**config.mk**
```make
export PLATFORM = sky130hd
export DESIGN_NAME = tx_trainerror_hs
export DESIGN_NICKNAME = d
export VERILOG_FILES = /design/src/rtl/ltsm_trainerror_pkg.sv /design/src/rtl/ltsm_timeout_counter.sv /design/src/rtl/tx_trainerror_hs.sv
export SDC_FILE = /design/constraint.sdc
export NUM_CORES = 1
export LEC_CHECK = 0
export CORE_ASPECT_RATIO = 0.75
export CORE_MARGIN = 8
export CORE_UTILIZATION = 45
export CTS_BUF_LIST = sky130_fd_sc_hd__clkbuf_8 sky130_fd_sc_hd__clkbuf_16
export CTS_CLUSTER_DIAMETER = 60
export DETAILED_ROUTE_END_ITERATION = 16
export PLACE_DENSITY = 0.67
export SLEW_MARGIN = 25
export SYNTH_ARGS = -nofsm -noshare
export SYNTH_HDL_FRONTEND = slang
export SYNTH_SLANG_ARGS = --single-unit
```
**constraint.sdc**
```tcl
create_clock -name i_clk -period 5.2 [get_ports i_clk]
set_input_delay 0.78 -clock i_clk [delete_from_list [all_inputs] [get_ports i_clk]]
set_output_delay 0.78 -clock i_clk [all_outputs]
set_load 0.03 [all_outputs]
```
**src/rtl/ltsm_trainerror_pkg.sv**
```systemverilog
// ltsm_trainerror_pkg: shared TRAINERROR message codes, state encoding and defaults
package ltsm_trainerror_pkg;
  localparam int TE_ENTRY_REQ = 15;
  localparam int TE_ENTRY_RESP = 14;
  localparam int TE_TIMEOUT_CYCLES = 8000;
  localparam logic [2:0] TE_ST_IDLE = 3'd0;
  localparam logic [2:0] TE_ST_SEND_REQ = 3'd1;
  localparam logic [2:0] TE_ST_WAIT_RESP = 3'd2;
  localparam logic [2:0] TE_ST_TEST_FINISHED = 3'd3;
  localparam logic [2:0] TE_ST_TIMEOUT = 3'd4;
  typedef enum logic [2:0] {
    ST_IDLE = TE_ST_IDLE,
    ST_SEND_REQ = TE_ST_SEND_REQ,
    ST_WAIT_RESP = TE_ST_WAIT_RESP,
    ST_TEST_FINISHED = TE_ST_TEST_FINISHED,
    ST_TIMEOUT = TE_ST_TIMEOUT
  } te_state_e;
  function automatic logic te_is_active(te_state_e s);
    return s == ST_SEND_REQ || s == ST_WAIT_RESP;
  endfunction
endpackage

```
**src/rtl/ltsm_timeout_counter.sv**
```systemverilog
// ltsm_timeout_counter: saturating cycle counter flagging the last allowed cycle
module ltsm_timeout_counter #(
  parameter int LIMIT = 8000
) (
  input  logic i_clk,
  input  logic i_rst_n,
  input  logic i_clear,
  input  logic i_enable,
  output logic o_expired
);
  localparam int W = $clog2(LIMIT + 1);
  localparam logic [W-1:0] LAST = W'(LIMIT - 1);
  logic [W-1:0] cnt_q, cnt_d;
  // Clear wins; otherwise count while enabled and stop at the last cycle
  always_comb cnt_d = i_clear ? '0 : (i_enable && cnt_q != LAST) ? cnt_q + 1'b1 : cnt_q;
  // Counter register
  always_ff @(posedge i_clk or negedge i_rst_n)
    if (!i_rst_n) cnt_q <= '0;
    else cnt_q <= cnt_d;
  assign o_expired = i_enable && cnt_q == LAST;
endmodule

```
**src/rtl/tx_trainerror_hs.sv**
```systemverilog
// tx_trainerror_hs: initiator side of the TRAINERROR entry request/response handshake
module tx_trainerror_hs
  import ltsm_trainerror_pkg::*;
#(
  parameter int SB_MSG_WIDTH = 4,
  parameter int TIMEOUT_CYCLES = TE_TIMEOUT_CYCLES
) (
  input  logic                    i_clk,
  input  logic                    i_rst_n,
  input  logic                    i_trainerror_en,
  input  logic                    i_rx_msg_valid,
  input  logic [SB_MSG_WIDTH-1:0] i_decoded_SB_msg,
  input  logic                    i_SB_Busy,
  input  logic                    i_falling_edge_busy,
  input  logic                    i_rx_valid,
  output logic [SB_MSG_WIDTH-1:0] o_encoded_SB_msg_tx,
  output logic                    o_valid_tx,
  output logic                    o_trainerror_end_tx,
  output logic                    o_timeout_tx
);
  te_state_e state_q, state_d;
  logic [SB_MSG_WIDTH-1:0] msg_q, msg_d;
  logic valid_q, valid_d, valid_prev_q, pending_q, pending_d;
  logic resp_seen_q, resp_seen_d, end_q, end_d, timeout_q, timeout_d;
  logic sb_free, resp_now, active, done, expired;
  assign sb_free = !i_SB_Busy && !i_rx_valid;
  assign resp_now = i_rx_msg_valid && i_decoded_SB_msg == SB_MSG_WIDTH'(TE_ENTRY_RESP);
  assign active = te_is_active(state_q);
  assign done = state_q == ST_WAIT_RESP && (resp_seen_q || resp_now);
  ltsm_timeout_counter #(.LIMIT(TIMEOUT_CYCLES)) u_timeout (
    .i_clk    (i_clk),
    .i_rst_n  (i_rst_n),
    .i_clear  (state_q == ST_IDLE),
    .i_enable (active),
    .o_expired(expired)
  );
  // Next state and next registered outputs; losing the enable aborts from anywhere
  always_comb begin
    state_d = state_q;
    msg_d = msg_q;
    valid_d = valid_q;
    pending_d = pending_q;
    resp_seen_d = resp_seen_q;
    end_d = end_q;
    timeout_d = timeout_q;
    if (state_q == ST_IDLE || !i_trainerror_en) begin
      state_d = i_trainerror_en ? ST_SEND_REQ : ST_IDLE;
      msg_d = i_trainerror_en ? SB_MSG_WIDTH'(TE_ENTRY_REQ) : '0;
      valid_d = i_trainerror_en && state_q == ST_IDLE && sb_free;
      pending_d = i_trainerror_en && state_q == ST_IDLE && !sb_free;
      resp_seen_d = 1'b0;
      end_d = 1'b0;
      timeout_d = 1'b0;
      if (state_q != ST_IDLE) state_d = ST_IDLE;
    end else if (active) begin
      resp_seen_d = resp_seen_q || resp_now;
      if (done) begin
        state_d = ST_TEST_FINISHED;
        end_d = 1'b1;
      end else if (expired) begin
        state_d = ST_TIMEOUT;
        timeout_d = 1'b1;
        valid_d = 1'b0;
        pending_d = 1'b0;
      end else begin
        if (i_falling_edge_busy) valid_d = 1'b0;
        else if (pending_q && sb_free) begin
          valid_d = 1'b1;
          pending_d = 1'b0;
        end
        if (state_q == ST_SEND_REQ && valid_prev_q && !valid_q) state_d = ST_WAIT_RESP;
      end
    end
  end
  // All state and outputs are registered together
  always_ff @(posedge i_clk or negedge i_rst_n) begin
    if (!i_rst_n) begin
      state_q <= ST_IDLE;
      msg_q <= '0;
      valid_q <= 1'b0;
      valid_prev_q <= 1'b0;
      pending_q <= 1'b0;
      resp_seen_q <= 1'b0;
      end_q <= 1'b0;
      timeout_q <= 1'b0;
    end else begin
      state_q <= state_d;
      msg_q <= msg_d;
      valid_q <= valid_d;
      valid_prev_q <= valid_q;
      pending_q <= pending_d;
      resp_seen_q <= resp_seen_d;
      end_q <= end_d;
      timeout_q <= timeout_d;
    end
  end
  assign o_encoded_SB_msg_tx = msg_q;
  assign o_valid_tx = valid_q;
  assign o_trainerror_end_tx = end_q;
  assign o_timeout_tx = timeout_q;
endmodule
```
==> metrics.csv, run 1 <==
stage,metric,value,unit
global_route,grt_use_met3,3.54,%
sta,setup_viol,0,
detailed_routing,drt_pass1_iterations,4,
cts,cts.hold.buffers_added,0,
placement,dp.cells,192,
sta,period_needed,2.20,ns
cts,htreeDepth,1,
cells_and_area,final_cell_count_no_fill,196,
cts,clk_pin_slew,0.08,ns
cells_and_area,final_cell_mix,"dfrtp_1, clkdlybuf4s50_1, a21oi_1",
setup_path,crit_family,buffers and inverters,
detailed_routing,ant_nets,0,
cts,clk_latency,0.26,ns
setup_path,cp_cell_sequence,clkdlybuf4s50_1,
cells_and_area,nets,171,
cts,clockBufferDepth,2,
synthesis,yosys.area.top_type,dfrtp_1,
global_route,antenna_found_initial,0,
placement,portBuffers,17,
synthesis,synth_cell_types,44,
setup_path,cp_max_fo,5,
cts,cts-root-buf,clkbuf_8,
sta,rsz0062_at_grt,no,
die,die_area,5040,um^2
die,fp.dieH,63.5,um
cells_and_area,fillers,268,
setup_path,cpPeakStageDelay,0.71,ns
cells_and_area,antenna_cells,0,
die,die_w,79.4,um
setup_path,crit_path_top_delay_cell,clkdlybuf4s50_1,
sta,maxSlewHeadroom,53.5,%
detailed_routing,drt_iter0_markers,107,
detailed_routing,routed_wl,3.21,mm
synthesis,yosys-top-cells-area,"dfrtp_1, a21oi_1, nand2_1",
cells_and_area,layout-drive-gt1-share,8.23,%
cts,cts_setup_buffers,0,
cells_and_area,mostFrequentLayoutCell,dfrtp_1,
synthesis,syn_area,1360,um^2
cells_and_area,seqCellArea,576,um^2
synthesis,synthCells,146,
sta,slew_viol_final,0,
sta,hold_slack,0.475,ns
setup_path,worstSetupPathType,reg -> out,
placement,place_congestion,0.879,
setup_path,crit_arrival,1.42,ns
setup_path,cp-start-kind,register,
synthesis,syn-num-nets,158,
power,ir_drop,0.163,mV
synthesis,synth-main-ff-cell,dfrtp_1,
flow_run,max_cap_violations,0,
die,num_rows,17,
global_route,grt_overflow,0,
global_route,gr-max-usage-layer,met1,
die,core,2910,um^2
synthesis,yosysWarnings,0,
placement,hpwl,2.40,mm
cts,ctsResizeCount,0,
detailed_routing,viasPerCell,6.07,
sta,fin_tns_setup,0,ns
detailed_routing,dr_total_vias,1190,
global_route,grt_max_degree,24,
setup_path,crit_path_end_kind,output pin,
setup_path,rrSetupSlack,3.12,ns
detailed_routing,wl_per_cell,16.4,um
cells_and_area,fin_area,1540,um^2
synthesis,synth_seq_area_share,42.5,%
sta,worstMarginPinSlew,0.694,ns
cells_and_area,area_delta_synth_final,13.8,%
global_route,track_usage,13.6,%
synthesis,synth_top_area_share,42.5,%
global_route,grtUsageMet1,19.8,%
global_route,grtUsageMet2,19.1,%
global_route,first_global_vias,1115,
sta,period_share,42.3,%
power,power.leakage,0.638,nW
hold_path,min_path_type,in -> async,
power,powerDensity,247,nW/um^2
synthesis,synth_seq_cells,23,
outcome,status,"finished, final reports clean",
sta,finClkSkew,0.00131,ns
global_route,grt_pass1_wl,5.58,mm
placement,post_dp_cell_area,1500,um^2
die,initial_utilization,46.5,%
synthesis,avgSynthCellArea,9.28,um^2
setup_path,required,4.42,ns
setup_path,path_buf_inv,1,
detailed_routing,drc,0,
die,ios,18,
sta,clock.fmax,0.454,GHz
synthesis,synth-edff-count,0,
synthesis,async_flop_share,100,%
cts,clock_sinks,23,
cells_and_area,multi_input_area,697,um^2
power,p_total,380,uW
cts,cts_buffers,3,
cts,cts_tree,done,
sta,hold_viol,0,
## report_power, final
part           total, mW  switching [mW]  internal, mW
Combinational     0.0727          0.0414        0.0312
Sequential         0.198          0.0115         0.186
Clock              0.109          0.0567        0.0528
## registers in the layout (all words and copies together) (netlist names)
name and cells:
o_encoded_SB_msg_tx 1, o_timeout_tx 1, o_trainerror_end_tx 1, o_valid_tx 1, pending_q 1, resp_seen_q 1
state_q 3, u_timeout.cnt_q 13, valid_prev_q 1
## synth_stat cells (4+ instances only)
library cell  instances
dfrtp_1              23
a21oi_1              15
nand2_1              14
nor2_1               11
o21ai_0               6
mux2i_1               5
nand3_1               5
and4_1                4
buf_4                 4
nand4_1               4
## cell type report
class | count | share of cell area, %
flip-flops and latches | 23 | 37.3
repair buffers | 17 | 10.7
multi-input cells | 111 | 45.2
inverters | 3 | 0.731
clock buffers | 3 | 2.68
clock inverters | 1 | 0.244
well taps | 38 | 3.08
## path summary, 6_finish.rpt
| check | from | endpoint | depth (start not counted) |
|---|---|---|---|
| worst min register to register | o_valid_tx | valid_prev_q | 0 |
| max in group asynchronous | i_rst_n | state_q[2] | 1 |
| worst max register to register | state_q[0] | u_timeout.cnt_q[10] | 4 |
| worst min-delay path | i_rst_n | u_timeout.cnt_q[11] | 1 |
| worst max-delay path | o_valid_tx | o_valid_tx | 1 |
| min in group i_clk | o_valid_tx | valid_prev_q | 0 |
## cell families (layout without fill, tap and decap cells)
kind of cell	Yosys count	after routing	synth area share, %
flops	23	23	42.5
compound gates	39	39	18.3
simple gates	64	64	26.7
xor+xnor	2	2	1.85
fa+ha+maj	1	1	0.923
mux	5	5	3.69
buf+inv	12	24	6.09
## layer usage
metal	part of all wire, %	wire length (um)	vias up
li1	-	-	568
met1	47	1520	578
met2	45	1450	42
met3	6.9	222	2
met4	0.56	18	0
met5	0	0	-
## stage by stage
stage                     setup WS (ns)  utilization, %
after floorplan                    3.28               -
after global placement             2.94            51.5
after detailed placement           2.88            51.4
after CTS                          2.98            52.9
after global routing               2.97            52.9
final                              3.00            52.9
Note: power is estimated with default switching activity, not from simulation.
==> run 2: changes to the inputs <==
Clock period 5.2 ns to 2.11 ns, I/O delays scaled along.
==> metrics.csv, run 2 (synthesized netlist as in run 1, its figures left out) <==
stage,metric,value,unit,change
power,seqPwrFrac,50.5,%,-1.6 points
sta,maxSlewHeadroom,70.1,%,+17 points
detailed_routing,dr_total_vias,1179,,-0.92%
cts,cts-root-buf,clkbuf_8,,
power,clockPowerShare,28.3,%,-0.5 points
detailed_routing,drc,0,,unchanged
power,internal-power,679,uW,+150%
sta,worst_slack,0.104,ns,-2.90 ns
placement,post_dp_cell_area,1570,um^2,+4.8%
placement,portBuffers,17,,unchanged
setup_path,worstSetupPathType,reg -> reg,,
power,power.leakage,0.684,nW,+7.1%
cells_and_area,final_core_util,55.4,%,+2.5 points
die,num_rows,17,,unchanged
detailed_routing,drt_iter0_markers,108,,+0.93%
placement,hpwl,2.30,mm,-3.9%
cts,clockBufferDepth,2,,unchanged
cts,clock_sinks,23,,unchanged
setup_path,crit_family,simple AND/OR/NAND/NOR gates,,
die,core,2910,um^2,unchanged
sta,worstMarginPinSlew,0.446,ns,-0.248 ns
sta,setup_viol,0,,unchanged
cells_and_area,nets,180,,+5.3%
cts,clk_latency,0.26,ns,about the same
placement,dp_slack,0.128,ns,-2.75 ns
global_route,grt_pass1_wl,5.30,mm,-5.0%
die,die_area,5040,um^2,unchanged
hold_path,min_path_type,in -> async,,
power,powerDensity,584,nW/um^2,+140%
die,initial_utilization,46.5,%,unchanged
cells_and_area,area_delta_synth_final,19.1,%,
cells_and_area,fin_area,1610,um^2,+4.7%
power,p_switching,263,uW,+140%
setup_path,r2r-start,u_timeout.cnt_q[0],,
setup_path,cp_max_fo,11,,+6
die,ios,18,,unchanged
cells_and_area,largest_reg_flops,13,,unchanged
die,die_w,79.4,um,unchanged
cells_and_area,top_register,u_timeout.cnt_q,,
sta,finClkSkew,0.00546,ns,+0.00416 ns
setup_path,crit_start,u_timeout.cnt_q[0],,
setup_path,cpPeakStageDelay,0.59,ns,-0.12 ns
outcome,status,"finished, final reports clean",,
sta,rsz0062_at_grt,no,,
global_route,track_usage,13.1,%,-0.49 points
detailed_routing,drt_pass1_iterations,4,,unchanged
detailed_routing,routed-wl-met2,1.35,mm,-6.8%
cells_and_area,reg_top3,"u_timeout.cnt_q x13, state_q x3",,
cts,cts.hold.buffers_added,0,,unchanged
cts,cts_setup_buffers,0,,unchanged
cts,clk_pin_slew,0.08,ns,about the same
setup_path,crit_path_end_kind,register,,
cells_and_area,antenna_cells,0,,unchanged
global_route,antenna_found_initial,0,,unchanged
setup_path,crit_arrival,2.20,ns,+0.78 ns
global_route,first_global_vias,1132,,+1.5%
cts,ctsResizeCount,0,,unchanged
setup_path,path_buf_inv,1,,unchanged
power,combinationalPowerShare,21.1,%,+2.0 points
sta,period_needed,2.01,ns,
setup_path,cp-start-kind,register,,
sta,period_share,95.1,%,
cts,cts_buffers,3,,unchanged
die,fp.dieH,63.5,um,unchanged
cells_and_area,layout-drive-gt1-share,12.6,%,+4.3 points
flow_run,max_cap_violations,0,,unchanged
setup_path,cp_cell_sequence,"ha_1, inv_1, or4_4, or4_1, a21oi_1",,
cells_and_area,mostFrequentLayoutCell,dfrtp_1,,
power,ir_drop,0.365,mV,+120%
detailed_routing,wl_per_cell,14.9,um,-9.0%
sta,slew_viol_final,0,,unchanged
sta,fin_tns_setup,0,ns,unchanged
setup_path,required,2.30,ns,-2.12 ns
setup_path,crit_path_top_delay_cell,or4_4,,
detailed_routing,viasPerCell,5.75,,-5.3%
detailed_routing,wl_met1,1.50,mm,-1.1%
global_route,grt_max_degree,24,,unchanged
cts,htreeDepth,1,,unchanged
sta,clock.fmax,0.498,GHz,
power,switching_share,28.0,%,-0.87 points
placement,place_congestion,0.857,,-2.5%
detailed_routing,route.met3.wl,180,um,-19%
detailed_routing,top_layer,met4,,
detailed_routing,routed_wl,3.05,mm,-4.8%
global_route,grt_overflow,0,,unchanged
detailed_routing,ant_nets,0,,unchanged
cts,cts_tree,done,,
sta,hold_viol,0,,unchanged
cells_and_area,final_cell_mix,"dfrtp_1, clkdlybuf4s50_1, a21oi_1",,
==> run 2: cell count changes in the layout (fill, tap and decap cells not counted), sizes merged <==
cell and delta:
buf +8, clkdlybuf4s50 +1
==> run 2: routing by layer <==
layer | GRT usage (%) | vias up
met3 | 4.11 | 2
met2 | 19.1 | 27
li1 | - | 584
met4 | 3.92 | 0
met5 | 0 | -
met1 | 17.8 | 566
==> run 2: final timing paths <==
| path | depth (start not counted) | endpoint | slack (ns) |
|---|---|---|---|
| setup / recovery | 5 | u_timeout.cnt_q[10] | 0.10 |
| hold / removal | 2 | u_timeout.cnt_q[5] | 0.40 |
| setup reg to reg | 5 | u_timeout.cnt_q[10] | 0.10 |
| hold reg to reg | 0 | valid_prev_q | 0.47 |
| max in group asynchronous | 2 | state_q[1] | 1.48 |
| min in group i_clk | 0 | valid_prev_q | 0.47 |
==> run 2: final cells by class <==
class	count	area, um^2
sequential	23	576
clock inverter	1	3.75
tap	38	47.5
timing repair buffer	26	238
multi-input combinational	111	697
fill	259	1300
inverter	3	11.3
clock buffer	3	41.3
==> run 2: stage by stage <==
stage	total power, mW	hold WS [ns]	instances
floorplan	0.610	0.0209	146
global placement	0.681	0.445	201
detailed placement	0.685	0.444	201
CTS	0.956	0.403	205
global route	0.992	0.417	205
finish	0.942	0.398	205
==> run 2: power groups by stage <==
stage	clock network, mW	registers (mW)	logic (mW)
after floorplan	0	0.490	0.119
final	0.267	0.476	0.199
after detailed placement	0	0.485	0.200
after CTS	0.280	0.476	0.200
after global routing	0.295	0.480	0.217
after global placement	0	0.483	0.197
==> run 3: changes to the inputs <==
Settings changed: ABC_AREA set to 1, CORE_UTILIZATION 45 to 43, PLACE_DENSITY 0.67 to 0.64.
==> metrics.csv, run 3 <==
stage,metric,value,unit,change
setup_path,cpPeakStageDelay,0.70,ns,+0.11 ns
cells_and_area,area_delta_synth_final,16.1,%,
placement,hpwl,2.46,mm,+6.9%
die,die_area,5610,um^2,+11%
setup_path,rrSetupSlack,0.45,ns,+0.35 ns
cts,cts.hold.buffers_added,0,,unchanged
cts,clk_pin_slew,0.09,ns,about the same
detailed_routing,dr_total_vias,1257,,+6.6%
sta,rsz0062_at_grt,no,,
sta,clock.fmax,0.593,GHz,+19%
sta,slew_viol_final,0,,unchanged
setup_path,worstReg2RegEnd,u_timeout.cnt_q[4],,
global_route,antenna_found_initial,0,,unchanged
sta,setup_viol,0,,unchanged
synthesis,ys_top_cells_by_count,"nand2_1, dfrtp_1, inv_1",,
detailed_routing,drt_pass1_iterations,4,,unchanged
synthesis,synth_cell_types,32,,-27%
synthesis,synth_seq_area_share,38.8,%,-3.7 points
sta,period_share,79.9,%,-15 points
power,seqPwrFrac,40.8,%,-9.7 points
cells_and_area,largest_reg_flops,13,,unchanged
die,ios,18,,unchanged
setup_path,cp_max_fo,4,,-7
sta,period_needed,1.69,ns,-0.320 ns
synthesis,async_flop_share,100,%,unchanged
cells_and_area,antenna_cells,0,,unchanged
detailed_routing,drt_iter0_markers,68,,-37%
power,ir_drop,0.391,mV,+7.2%
cts,clk_latency,0.26,ns,about the same
cts,clock_sinks,23,,unchanged
synthesis,yosys.area.top_type,dfrtp_1,,
cts,cts_tree,done,,
outcome,status,"finished, final reports clean",,
placement,portBuffers,17,,unchanged
power,clockPowerShare,20.5,%,-7.8 points
die,die_w,83.8,um,+5.6%
setup_path,path_buf_inv,1,,unchanged
sta,worstMarginPinSlew,0.412,ns,-0.0345 ns
setup_path,rr_worst_depth,8,,+3
setup_path,worstSetupPathType,reg -> out,,
setup_path,crit_family,buffers and inverters,,
synthesis,synth_seq_cells,23,,unchanged
synthesis,synthCells,192,,+32%
synthesis,synth_top_area_share,38.8,%,-3.7 points
die,num_rows,18,,+1
synthesis,synth-edff-count,0,,unchanged
setup_path,cp_cell_sequence,clkdlybuf4s50_1,,
power,p_total,1.34,mW,+42%
setup_path,r2r-start,u_timeout.cnt_q[0],,
power,power.leakage,0.836,nW,+22%
global_route,grt_overflow,0,,unchanged
cells_and_area,nets,223,,+24%
power,internal-power,793,uW,+17%
cells_and_area,reg_top3,"u_timeout.cnt_q x13, state_q x3",,
detailed_routing,viasPerCell,5.03,,-13%
cts,ctsResizeCount,0,,unchanged
setup_path,crit_path_top_delay_cell,clkdlybuf4s50_1,,
cells_and_area,top_register,u_timeout.cnt_q,,
synthesis,synth-main-ff-cell,dfrtp_1,,
sta,hold_viol,0,,unchanged
setup_path,crit_path_end_kind,output pin,,
sta,finClkSkew,0.00520,ns,-0.000259 ns
synthesis,syn-num-nets,204,,+29%
synthesis,yosysWarnings,0,,unchanged
detailed_routing,drc,0,,unchanged
cts,cts_setup_buffers,0,,unchanged
power,p_switching,542,uW,+110%
power,switching_share,40.6,%,+13 points
detailed_routing,wl_per_cell,12.4,um,-17%
cells_and_area,final_cell_mix,"nand2_1, dfrtp_1, inv_1",,
setup_path,cp-start-kind,register,,
detailed_routing,routed_wl,3.10,mm,+1.6%
global_route,first_global_vias,1154,,+1.9%
cells_and_area,layout-drive-gt1-share,17.1,%,+4.6 points
synthesis,avgSynthCellArea,7.73,um^2,-17%
die,core,3290,um^2,+13%
cts,htreeDepth,1,,unchanged
placement,place_congestion,0.832,,-2.9%
synthesis,yosys-top-cells-area,"dfrtp_1, nand2_1, inv_1",,
hold_path,min_path_type,in -> async,,
setup_path,required,1.79,ns,-0.51 ns
global_route,track_usage,11.3,%,-1.8 points
global_route,grt_max_degree,24,,unchanged
sta,fin_tns_setup,0,ns,unchanged
power,powerDensity,775,nW/um^2,+33%
power,combinationalPowerShare,38.7,%,+18 points
flow_run,max_cap_violations,0,,unchanged
synthesis,yosysMostFrequentCell,nand2_1,,
cells_and_area,fillers,314,,+21%
cts,cts_buffers,3,,unchanged
die,fp.dieH,66.9,um,+5.3%
global_route,grt_pass1_wl,5.27,mm,-0.53%
cells_and_area,mostFrequentLayoutCell,nand2_1,,
die,initial_utilization,45.1,%,-1.4 points
detailed_routing,ant_nets,0,,unchanged
setup_path,crit_arrival,1.37,ns,-0.83 ns
sta,maxSlewHeadroom,72.5,%,+2.3 points
cts,cts-root-buf,clkbuf_8,,
synthesis,syn_area,1480,um^2,+9.5%
cts,clockBufferDepth,2,,unchanged
## run 3: kinds of logic after synthesis
kind of cell / synth area share (%)
flops: 38.8
buf+inv: 9.87
simple gates: 38.9
xor+xnor: 1.18
compound gates: 10.5
fa+ha+maj: 0.843
## run 3: area by class of cell
type	instances	area, um^2	area share, %
clock buffer	3	41.3	2.40
clock inverter	1	3.75	0.218
inverter	28	105	6.10
multi-input combinational	136	762	44.2
sequential	23	576	33.4
tap	40	50.0	2.90
timing repair buffer	19	185	10.7
## run 3: metrics by stage
stage | area (um^2) | util [%] | instances | setup WS (ns) | hold slack [ns]
4_1_cts | 1720 | 52.4 | 250 | 0.402 | 0.413
2_1_floorplan | 1480 | - | 192 | 0.690 | 0.0209
6_report | 1720 | 52.4 | 250 | 0.424 | 0.397
3_5_place_dp | 1680 | 51.0 | 246 | 0.417 | 0.452
5_1_grt | 1720 | 52.4 | 250 | 0.321 | 0.421
3_3_place_gp | 1680 | 51.0 | 246 | 0.468 | 0.443
## run 3: how the worst max path moves through the flow
stage | from | endpoint | slack [ns] | cells past startpoint
2_1_floorplan | u_timeout.cnt_q[0] | u_timeout.cnt_q[5] | 0.69 | 9
3_3_place_gp | i_rx_msg_valid | o_valid_tx | 0.47 | 8
3_5_place_dp | i_rx_msg_valid | o_valid_tx | 0.42 | 8
4_1_cts | o_valid_tx | o_valid_tx | 0.40 | 1
5_1_grt | u_timeout.cnt_q[0] | u_timeout.cnt_q[5] | 0.32 | 8
6_report | o_valid_tx | o_valid_tx | 0.42 | 1
## run 3: power by group through the flow
stage / logic (mW) / clock network, mW / registers, mW
3_3_place_gp: 0.515 / 0 / 0.551
6_report: 0.517 / 0.274 / 0.544
5_1_grt: 0.569 / 0.301 / 0.554
4_1_cts: 0.523 / 0.281 / 0.545
2_1_floorplan: 0.384 / 0 / 0.561
3_5_place_dp: 0.520 / 0 / 0.554
## run 3: layer usage
| metal | GRT usage, % | vias to the layer above | share of wire (%) |
|---|---|---|---|
| li1 | - | 657 | - |
| met1 | 15.1 | 579 | 52 |
| met2 | 17.6 | 19 | 43 |
| met3 | 3.78 | 2 | 4.6 |
| met4 | 1.93 | 0 | 0.42 |
| met5 | 0 | - | 0 |
